$ cat src/rtl/module_keypad_scan.sv
// 4x4 keypad scanner: one debounced key code per press, paced by rising edges of prd_in.
// Acts 2 clk after a prd_in edge; key_valid is a 1-clk pulse with no backpressure (consumer must take it).
module module_keypad_scan #(
  parameter int DEBOUNCE = 4
) (
  input  logic       clk,
  input  logic       rst,
  input  logic       prd_in,
  input  logic [3:0] col_in,
  output logic [3:0] row_out,
  output logic [3:0] key_code,
  output logic       key_valid,
  output logic       key_held
);

  localparam int CW = $clog2(DEBOUNCE + 1);
  localparam logic [CW-1:0] LAST = CW'(DEBOUNCE - 1);

  typedef enum logic [1:0] {ST_SCAN, ST_DEBOUNCE, ST_PRESSED} state_t;

  state_t        state;
  logic [3:0]    col_s1, col_s2;
  logic          prd_d, tick_r;
  logic [1:0]    row_idx;
  logic [3:0]    cand;
  logic [CW-1:0] cnt, rcnt;
  logic          hit;
  logic [1:0]    col_idx;
  logic          cand_col_high;

  always_ff @(posedge clk) begin
    if (rst) begin
      col_s1 <= 4'hF;
      col_s2 <= 4'hF;
      prd_d  <= 1'b1;
      tick_r <= 1'b0;
    end else begin
      col_s1 <= col_in;
      col_s2 <= col_s1;
      prd_d  <= prd_in;
      tick_r <= prd_in & ~prd_d;
    end
  end

  // Lowest-index low column wins when several are pressed together.
  always_comb begin
    hit     = ~&col_s2;
    col_idx = 2'd3;
    if (!col_s2[2]) col_idx = 2'd2;
    if (!col_s2[1]) col_idx = 2'd1;
    if (!col_s2[0]) col_idx = 2'd0;
    cand_col_high = col_s2[cand[1:0]];
  end

  always_ff @(posedge clk) begin
    if (rst) begin
      state     <= ST_SCAN;
      row_idx   <= 2'd0;
      row_out   <= 4'b1110;
      cand      <= 4'h0;
      cnt       <= '0;
      rcnt      <= '0;
      key_code  <= 4'h0;
      key_valid <= 1'b0;
      key_held  <= 1'b0;
    end else begin
      key_valid <= 1'b0;
      if (tick_r) begin
        case (state)
          ST_SCAN: begin
            if (hit) begin
              cand <= {row_idx, col_idx};
              rcnt <= '0;
              if (DEBOUNCE == 1) begin
                key_code  <= {row_idx, col_idx};
                key_valid <= 1'b1;
                key_held  <= 1'b1;
                cnt       <= '0;
                state     <= ST_PRESSED;
              end else begin
                cnt   <= CW'(1);
                state <= ST_DEBOUNCE;
              end
            end else begin
              row_idx <= row_idx + 2'd1;
              row_out <= {row_out[2:0], row_out[3]};
            end
          end
          ST_DEBOUNCE: begin
            if (hit && col_idx == cand[1:0]) begin
              if (cnt == LAST) begin
                key_code  <= cand;
                key_valid <= 1'b1;
                key_held  <= 1'b1;
                cnt       <= '0;
                rcnt      <= '0;
                state     <= ST_PRESSED;
              end else begin
                cnt <= cnt + CW'(1);
              end
            end else begin
              cnt     <= '0;
              state   <= ST_SCAN;
              row_idx <= row_idx + 2'd1;
              row_out <= {row_out[2:0], row_out[3]};
            end
          end
          ST_PRESSED: begin
            // Only the accepted key's column matters here; other keys are ignored.
            if (cand_col_high) begin
              if (rcnt == LAST) begin
                key_held <= 1'b0;
                rcnt     <= '0;
                state    <= ST_SCAN;
                row_idx  <= row_idx + 2'd1;
                row_out  <= {row_out[2:0], row_out[3]};
              end else begin
                rcnt <= rcnt + CW'(1);
              end
            end else begin
              rcnt <= '0;
            end
          end
          default: state <= ST_SCAN;
        endcase
      end
    end
  end

endmodule

$ cat config.mk
export PLATFORM = sky130hd
export DESIGN_NAME = module_keypad_scan
export DESIGN_NICKNAME = d
export VERILOG_FILES = /design/src/rtl/module_keypad_scan.sv
export SDC_FILE = /design/constraint.sdc
export NUM_CORES = 1
export LEC_CHECK = 0
export ABC_AREA = 1
export ABC_CLOCK_PERIOD_IN_PS = 1240
export CAP_MARGIN = 5
export CELL_PAD_IN_SITES_DETAIL_PLACEMENT = 0
export CELL_PAD_IN_SITES_GLOBAL_PLACEMENT = 1
export CORE_AREA = 2 2 68 70
export DETAILED_ROUTE_END_ITERATION = 8
export DIE_AREA = 0 0 70 72
export HOLD_SLACK_MARGIN = 0.03
export PLACE_DENSITY = 0.71
export SLEW_MARGIN = 20
export SYNTH_ARGS = -nofsm -noshare
export SYNTH_HDL_FRONTEND = slang
export SYNTH_SLANG_ARGS = --single-unit
$ cat constraint.sdc
create_clock -name clk -period 1.24 [get_ports clk]
set_input_delay 0.124 -clock clk [delete_from_list [all_inputs] [get_ports clk]]
set_output_delay 0.124 -clock clk [all_outputs]
set_load 0.05 [all_outputs]
After elaboration in Yosys (flattened, before gate mapping)
Index checks and enable logic that the tools add are counted.
{"block": "word_totals", "regBits": 34, "inputBits": 7, "out_inout_bits": 10, "elab_cells": 88}
{"block": "classes", "addsub": 3, "magnitude_cmp": 1, "eq_ne": 13, "n_mux": 37, "n_bitwise": 6, "reduce_logical": 15}
{"cell": "3-bit two-way mux", "count": 8}
{"cell": "2-bit two-way mux", "count": 11}
{"cell": "4-bit two-way mux", "count": 4}
{"cell": "2-bit != test (second input constant)", "count": 7}
{"cell": "2-bit one-hot mux with 3 select lines", "count": 2}
{"cell": "4-bit one-hot mux with 3 select lines", "count": 1}
{"cell": "6-bit AND reduction", "count": 2}
{"cell": "5-bit AND reduction", "count": 2}
{"cell": "3-bit one-hot mux with 3 select lines", "count": 1}
{"cell": "4-bit AND reduction", "count": 2}
{"cell": "1-bit two-way mux", "count": 7}
{"cell": "3-bit by 1-bit adder with 3-bit output (second input constant)", "count": 2}
{"cell": "3-bit by 2-bit == test with 1-bit output (second input constant)", "count": 2}
{"cell": "3-bit one-hot mux with 2 select lines", "count": 1}
{"cell": "3-bit AND reduction", "count": 2}
{"cell": "1-bit NOT", "count": 5}
{"cell": "2-bit nonzero test", "count": 2}
{"cell": "4-bit OR reduction", "count": 1}
{"cell": "2-bit by 3-bit < comparator with 1-bit output (second input constant)", "count": 1}
{"cell": "3-bit != test (second input constant)", "count": 1}
{"cell": "3-bit nonzero test", "count": 1}
{"cell": "2-bit by 1-bit adder with 2-bit output (second input constant)", "count": 1}
{"cell": "1-bit binary-select mux with 2-bit select", "count": 1}
{"cell": "2-bit by 1-bit == test with 1-bit output (second input constant)", "count": 1}
{"cell": "other kinds (7)", "count": 7}

Logic depth before layout (Yosys ltp)
{"block": "depth", "ltp_word": 7, "depth_mapped": 10, "ltp_nobuf": 10}

Worst setup path after synthesis
No wires, ideal clock.
{"block": "synth_timing", "path_kind": "flip-flop to flip-flop", "start": "register rcnt[0]", "end": "register row_out[3]", "setup_ps": 121, "arrival_ps": 1150, "required_ps": 1119, "setup_slack_ps": -31, "stages_incl_launch_ff": 9, "n_path_buf": 0, "period_less_slack_ps": 1271, "path_cell_list": "dfxtp_1 > ha_1 > nand2_1 > nand2_1 > nand2_1 > a21oi_2 > nand3_4 > nand2_1 > nand3_1"}
{"block": "synth_via", "elab_chain_cells": 3}
{"item": "start: declaration", "line_no": "26", "text": "logic [CW-1:0] cnt, rcnt;"}
{"item": "start signal: assignment", "line_no": "118", "text": "rcnt <= rcnt + CW'(1);"}
{"item": "3-bit by 2-bit == test with 1-bit output", "line_no": "111", "text": "if (rcnt == LAST) begin"}
{"item": "2-bit != test (no line)"}
{"item": "6-bit AND reduction (no line)"}
{"item": "end signal: assignment", "line_no": "86", "text": "row_out <= {row_out[2:0], row_out[3]};"}
{"item": "end signal: assignment", "line_no": "105", "text": "row_out <= {row_out[2:0], row_out[3]};"}
{"item": "end signal: assignment", "line_no": "116", "text": "row_out <= {row_out[2:0], row_out[3]};"}
{"item": "end: declaration", "line_no": "10", "text": "output logic [3:0] row_out,"}
Every way passes these cells.
A chain may end at the register's enable or synchronous reset.

Worst setup path in the final report
{"block": "layout_timing", "start": "register col_s2[0]", "end": "register key_code[1]"}
{"block": "layout_via", "elab_chain_cells": 4, "elab_cells_between_ends": 6, "classes_between": "eq/ne (1); mux (1); reduce/logical (4)"}
{"item": "start: declaration", "line_no": "22", "text": "logic [3:0] col_s1, col_s2;"}
{"item": "start signal: assignment", "line_no": "39", "text": "col_s2 <= col_s1;"}
{"item": "2-bit two-way mux / 4-bit AND reduction (equally long branches)", "line_no": "51, 47"}
{"item": "2-bit == test / 1-bit logical NOT (equally long branches)", "line_no": "90, 47"}
{"item": "1-bit logical AND (*)", "line_no": "90", "text": "if (hit && col_idx == cand[1:0]) begin"}
{"item": "4-bit AND reduction (no line) (*)"}
{"item": "end signal: assignment", "line_no": "75", "text": "key_code <= {row_idx, col_idx};"}
{"item": "end signal: assignment", "line_no": "92", "text": "key_code <= cand;"}
{"item": "end: declaration", "line_no": "11", "text": "output logic [3:0] key_code,"}
Mark *: on every way between the ends. The rest lies on a longest branch, timed or not.

==> metrics.md <==
| Metric | Value |
|---|---|
| Hold Crit Class | in2reg |
| Tmin final | 1.347 ns |
| Max rail drop VDD | 0.0006968 V |
| Crit path to | key_code[1]$_SDFFE_PP0P_ |
| Initial drt markers | 29 |
| Count leader, synth | nand2_1 |
| Placed cells | 286 |
| Max Used Layer | met4 |
| Share of cells above drive strength 1 | 0.4779 |
| Violated checks | negative setup slack |
| Worst r2r dst | key_code[1]$_SDFFE_PP0P_ |
| IO Port Bufs | 16 |
| Post-Syn Area | 1478 sq um |
| CTS buffer count | 5 |
| Worst r2r path cells | 9 |
| Max-cap violations | 0 |
| ANT cells | 0 |
| Core area | 4264 sq um |
| Critical Path AT | 1.54 ns |
| Fin cells | 301 |
| Starting Density | 0.3465 |
| Final-report hold violation count | 0 |
| Met2 routed WL | 1.629 mm |
| First-pass DRT Iterations | 4 |
| PnR Total Power | 0.002235 W |
| Worst setup EP type | flip-flop |
| DR vias | 1,367 |
| Residual DRC | 0 |
| Vias/cell | 4.542 |
| DIE AREA | 5040 sq um |
| Fmax | 0.7424 GHz |
| FF/Latch Area | 699.4 sq um |
| Setup Skew | 0.004352 ns |
| Pwr Density | 966.5 nW/um^2 |
| R2R Path Start | col_s2[0]$_SDFF_PP1_ |
| Critical Path Start Type | flip-flop |
| M1 WL | 1.503 mm |
| Ys async rst share | 0 |
| Syn avg cell area | 7.539 sq um |
| Initial antenna violation count | 0 |
| Post-synth EDFFs | 0 |
| Filler cell count | 424 |
| Total track usage | 0.1433 |
| Clk sinks | 34 |
| Status | complete, but fails checks |
| Post-synth top cells | nand2_1, dfxtp_1, nor2_1 |
| CTS root buffer | clkbuf_8 |
| Post-route clock period utilization | 1.086 |
| Syn Nets | 205 |
| RSZ-0062 raised after global routing | yes |
| H-tree depth | 2 |
| Routability cong. | 0.7927 |
| DIE HEIGHT | 72 um |
| CTS max path bufs | 2 |
| Share of the synthesized area in the top cell type | 0.4606 |
| Post-synth top area cell | dfxtp_1 |
| Final setup fails | 20 |
| First-pass GRT wire length | 5.644 mm |
| Vias in the first global route | 1,324 |
| Worst-Skew Late Latency | 0.29 ns |
| Multi-input logic area | 862.1 sq um |
| Ys flop type | dfxtp_1 |
| Crit Path Max Fanout | 6 |
| CTS Hold Bufs | 0 |
| Leakage Power | 0.9845 nW |
| Gr ovfl total | 0 |
| Cell Rows | 24 |
| R2R setup slack | -0.11 ns |
| Headroom to the max-slew limit | 0.7891 |
| Layout Nets | 257 |
| Sequential cell area fraction in the yosys report | 0.4606 |
| Top post-synthesis cells by area | dfxtp_1, nand2_1, nor2_1 |
| Synth unique cells | 24 |
| DP Wirelength | 2.347 mm |
| Worst slew pin tran | 0.3134 ns |
| IO Pins | 17 |
| Setup crit start | col_s2[0]$_SDFF_PP1_ |
| #FFs+latches synth | 34 |
| YS warnings | 0 |
| Area grow syn2layout | 56.48% |
| CTS tree | yes |
| Die width | 70 um |
| CP Class | reg2reg |
| Largest net degree at the start of global routing | 12 |
| Worst Path Required | 1.43 ns |
| Post-route setup slack | -0.1071 ns |
| Per-cell routed wire length | 10.95 um |
| Routed Antenna Nets | 0 |
| Clock transition at path regs | 0.07 ns |
| Pins over their slew limit | 0 |
| Post-synthesis instance total | 196 |
| Met3 wire length | 101 um |
| Final wirelength | 3.295 mm |
-- registers in the layout, indices dropped and copies added, names as in the netlist --
signal     flops
prd_d          1
row_idx        2
key_code       4
row_out        4
key_held       1
cnt            3
tick_r         1
col_s1         4
rcnt           3
cand           4
key_valid      1
col_s2         4
state          2
-- critical path: stages, from the launching register on --
cell	delay, ns
dfxtp_4	0.39
nand2_4	0.07
nand2_2	0.06
nand2_2	0.06
nor2_4	0.13
nand3_4	0.15
nor2_4	0.19
nand3_2	0.09
nand2_1	0.06
nor2_1	0.04
-- stage by stage --
stage | area (sq um) | worst slack, ns | hold slack (ns) | TNS [ns] | util
2_1_floorplan | 1496 | 0.006415 | 0.2275 | 0 | -
3_3_place_gp | 1991 | -0.1438 | 0.3749 | -2.032 | 0.4668
3_5_place_dp | 1991 | -0.1550 | 0.3801 | -2.089 | 0.4668
4_1_cts | 2171 | -0.1357 | 0.3737 | -1.411 | 0.5091
5_1_grt | 2312 | -0.2094 | 0.3971 | -3.513 | 0.5423
6_report | 2312 | -0.1071 | 0.3834 | -1.460 | 0.5423
-- power breakdown --
part           internal (W)  switching (W)
combinational      0.000112       0.000121
sequential          0.00111      0.0000202
clock              0.000446       0.000421
total               0.00167       0.000563
-- routing by layer --
metal | global-route usage | up-vias
met4 | 0.08974 | 0
li1 | - | 726
met3 | 0.03194 | 7
met2 | 0.2434 | 16
met5 | 0 | -
met1 | 0.1648 | 618
-- cells in the final DEF, fill, tap and decap left out --
cell / n
nor2_2: 5
dfxtp_1: 25
nand3_1: 13
nand3_4: 2
clkdlybuf4s50_1: 6
a21oi_4: 1
nor2_1: 18
dfxtp_4: 3
clkinvlp_4: 1
nor4_1: 1
buf_12: 10
nor3b_2: 1
buf_4: 29
o21ai_1: 3
nor3_1: 1
nor2_4: 4
nor3_4: 2
or2_2: 8
ha_4: 2
o21ai_0: 5
clkinv_2: 1
a21oi_1: 7
xor2_1: 1
buf_6: 3
nand3_2: 4
dfxtp_2: 6
inv_2: 6
a21oi_2: 5
o21ai_2: 1
a211oi_1: 1
nand2_2: 16
nand2_1: 34
clkbuf_8: 6
inv_1: 15
nand2_4: 3
-- worst min path at each step --
stage | from | slack [ns] | endpoint | depth (start not counted)
2_1_floorplan | prd_in | 0.23 | prd_d$_SDFF_PP1_ | 2
3_3_place_gp | prd_d$_SDFF_PP1_ | 0.37 | tick_r$_SDFF_PP0_ | 1
3_5_place_dp | prd_d$_SDFF_PP1_ | 0.38 | tick_r$_SDFF_PP0_ | 1
4_1_cts | prd_in | 0.37 | tick_r$_SDFF_PP0_ | 3
5_1_grt | col_in[2] | 0.40 | col_s1[2]$_SDFF_PP1_ | 2
6_report | prd_in | 0.38 | tick_r$_SDFF_PP0_ | 3
-- cells by family (layout without fill, tap and decap cells) --
family / count (synthesis) / count (layout) / share of synthesized area
simple gates: 112 / 112 / 0.3658
fa+ha+maj: 2 / 2 / 0.01693
flops: 34 / 34 / 0.4606
xor+xnor: 1 / 1 / 0.005928
buf+inv: 24 / 77 / 0.06604
compound gates: 23 / 23 / 0.08467
-- what timing repair did --
| action | CTS | global route |
|---|---|---|
| setup endpoints to repair | 22 | 23 |
| pin swaps | 16 | 17 |
| gates resized for setup | 25 | 30 |
| buffers inserted | 2 | 5 |
-- cell type report --
| cell class | instances | share of cell area |
|---|---|---|
| Clock inverter | 2 | 0.005411 |
| Inverter | 21 | 0.03409 |
| Sequential cell | 34 | 0.3025 |
| Clock buffer | 6 | 0.03571 |
| Multi-Input combinational cell | 138 | 0.3728 |
| Tap cell | 52 | 0.02814 |
| Timing Repair Buffer | 48 | 0.2213 |
No activity file was read; power rests on OpenSTA's default activity.
==> patch, RTL diff (config.mk and constraints unchanged) <==
Change the parameter `DEBOUNCE` from 4 to 2.
--- a/src/rtl/module_keypad_scan.sv
+++ b/src/rtl/module_keypad_scan.sv
@@ -1,7 +1,7 @@
 // 4x4 keypad scanner: one debounced key code per press, paced by rising edges of prd_in.
 // Acts 2 clk after a prd_in edge; key_valid is a 1-clk pulse with no backpressure (consumer must take it).
 module module_keypad_scan #(
-  parameter int DEBOUNCE = 4
+  parameter int DEBOUNCE = 2
 ) (
   input  logic       clk,
   input  logic       rst,
Behaviour: not the same (a bounded check fails within 10 cycles, from zero or initial values and one cycle with rst high).
==> patch against the original RTL <==
Combinational power is 15% higher. Wire length is 7.5% lower. Critical path type unchanged. Area after synthesis is 10% lower. Sequential share of layout area is 0.97 points higher. Sequential cell count is 2 lower. Sequential power is 5% lower. The flow still finishes with violations (negative setup slack). Total power is 6.2% lower. Final cell count is 7.6% lower. Final area is 8.7% lower. Worst setup slack better by 0.054 ns. Synthesized cell count is 8.2% lower. Count of clock-buffer cells in the layout is 1 lower. Die area stayed put.
==> patch: results (changes against the original RTL) <==
STA
  – Post-route setup slack: -0.0530 ns (+0.0541 ns)
  – Final setup viols: 12 (-40%)
  – Final Skew: 0.00624 ns (+0.00189 ns)
  – Slew headroom: 85.5% (+6.6 points)

Yosys
  – Adder-cell area share of the yosys netlist: 0% (-1.7 points)
  – Synth area leaders: dfxtp_1 48%, nand2_1 13%, nor2_1 5.9%, nand3_1 5.3%, inv_1 5.1%
  – Top FF cell, synth: dfxtp_1
  – Synth Net Count: 187 (-8.8%)
  – Synth cell types: 22 (-8.3%)
  – Post-synthesis compound-gate area fraction: 9.53% (+1.1 points)
  – Synth Instances: 180 (-8.2%)
  – Post-Synth XOR/XNOR Area: 0% (-0.59 points)
  – Synth top cells by count: 46 x nand2_1, 32 x dfxtp_1, 21 x nor2_1
  – Post-synthesis sequential area ratio: 48.3% (+2.2 points)
  – Yosys warns: 0 (unchanged)

Worst hold path
  – Hold path depth: 3 (unchanged)
  – Worst min-delay path class: primary input to flip-flop

Global route
  – Global-route wire length before repair: 5250 um (-7.0%)
  – Largest net degree at the start of global routing: 20 (+8)
  – Initial antenna violation count: 0 (unchanged)
  – Vias in the first global route: 1214 (-8.3%)
  – Gr usage total: 13.2% (-1.2 points)

Placed design
  – Dpl cells: 263 (-8.0%)
  – Routability cong.: 0.781 (-1.5%)
  – HPWL Detailed: 2100 um (-10%)

Final layout
  – Final #Nets: 233 (-9.3%)
  – Ant. Diodes: 0 (unchanged)
  – Ratio of cells with drive above 1 in the final layout: 46.0% (-1.8 points)

CTS
  – Total CTS buffers: 5 (unchanged)
  – H-tree depth: 2 (unchanged)
  – CTS max path bufs: 2 (unchanged)

Power and ir drop
  – Leakage power: 0.907 nW (-7.9%)
  – Worst vdd ir: 573 uV (-18%)

Worst setup path
  – Crit path max-delay cell type: dfxtp_4
  – Reg2Reg Depth: 7 (-2)

Route
  – Wire per inst: 11.0 um (+0.12%)
  – Drt via density: 4.48 (-1.3%)
  – Via count: 1246 (-8.9%)
  – DRT iter0 DRCs: 60 (+110%)

Status
  – Status: complete, but fails checks
  – Failing checks: negative setup slack
[patch: cell count changes after synthesis, sizes merged, moves of 2 or more]
cell / delta
dfxtp: -2
ha: -2
nand2: -4
nand3: -4
nand4: +2
nor2: -2
[patch: kinds of logic (layout without fill, tap and decap cells)]
group                  count (synthesis)  after routing
and+or+nand+nor                      102            102
AOI/OAI and AO/OA                     23             23
DFF                                   32             32
buffers and inverters                 23             69
[patch: tightest hold or removal path, stage by stage]
cell and delay, ns:
clkdlybuf4s50_1 0.39, inv_1 0.07, nor3_1 0.04
[patch: path summary, 6_finish.rpt]
kind | to | slack, ns
worst max-delay path | key_code[2]$_SDFFE_PP0P_ | -0.05
worst min-delay path | tick_r$_SDFF_PP0_ | 0.38
worst max register to register | key_code[2]$_SDFFE_PP0P_ | -0.05
worst min register to register | tick_r$_SDFF_PP0_ | 0.39
[patch: area by class of cell]
class                   count  area, um^2
fillers                   413        2150
flip-flops and latches     32         659
well taps                  52        65.1
multi-input cells         125         757
clock buffers               5        68.8
clock inverters             2        12.5
repair buffers             41         468
inverters                  21        81.3
[patch: per-stage QoR]
step | setup WS [ns] | util [%] | cell area (um^2) | TNS, ns | hold slack (ns)
CTS | -0.0536 | 46.2 | 1970 | -0.283 | 0.378
finish | -0.0530 | 49.5 | 2110 | -0.409 | 0.381
global placement | -0.205 | 41.8 | 1780 | -1.33 | 0.384
floorplan | 0.0444 | - | 1330 | 0 | 0.228
global route | -0.146 | 49.5 | 2110 | -1.92 | 0.403
detailed placement | -0.143 | 41.8 | 1780 | -1.22 | 0.389
[patch: routing by layer]
metal	part of all wire (%)	vias to the layer above	track usage, %
met1	46	563	16.8
met5	0	-	0
met2	49	17	21.3
met3	2.6	5	2.50
li1	-	661	-
met4	1.9	0	7.05
[patch: timing repair]
action | in CTS | in global routing
gates cloned | 0 | 0
endpoints found under the setup margin | 22 | 22
buffers inserted | 5 | 3
gates resized for setup | 22 | 36
pin swaps | 12 | 14
[patch: power by group]
group	internal (mW)	total (mW)	switching, mW
clock	0.379	0.758	0.379
combinational	0.124	0.268	0.143
sequential	1.05	1.07	0.0202
total	1.55	2.10	0.543
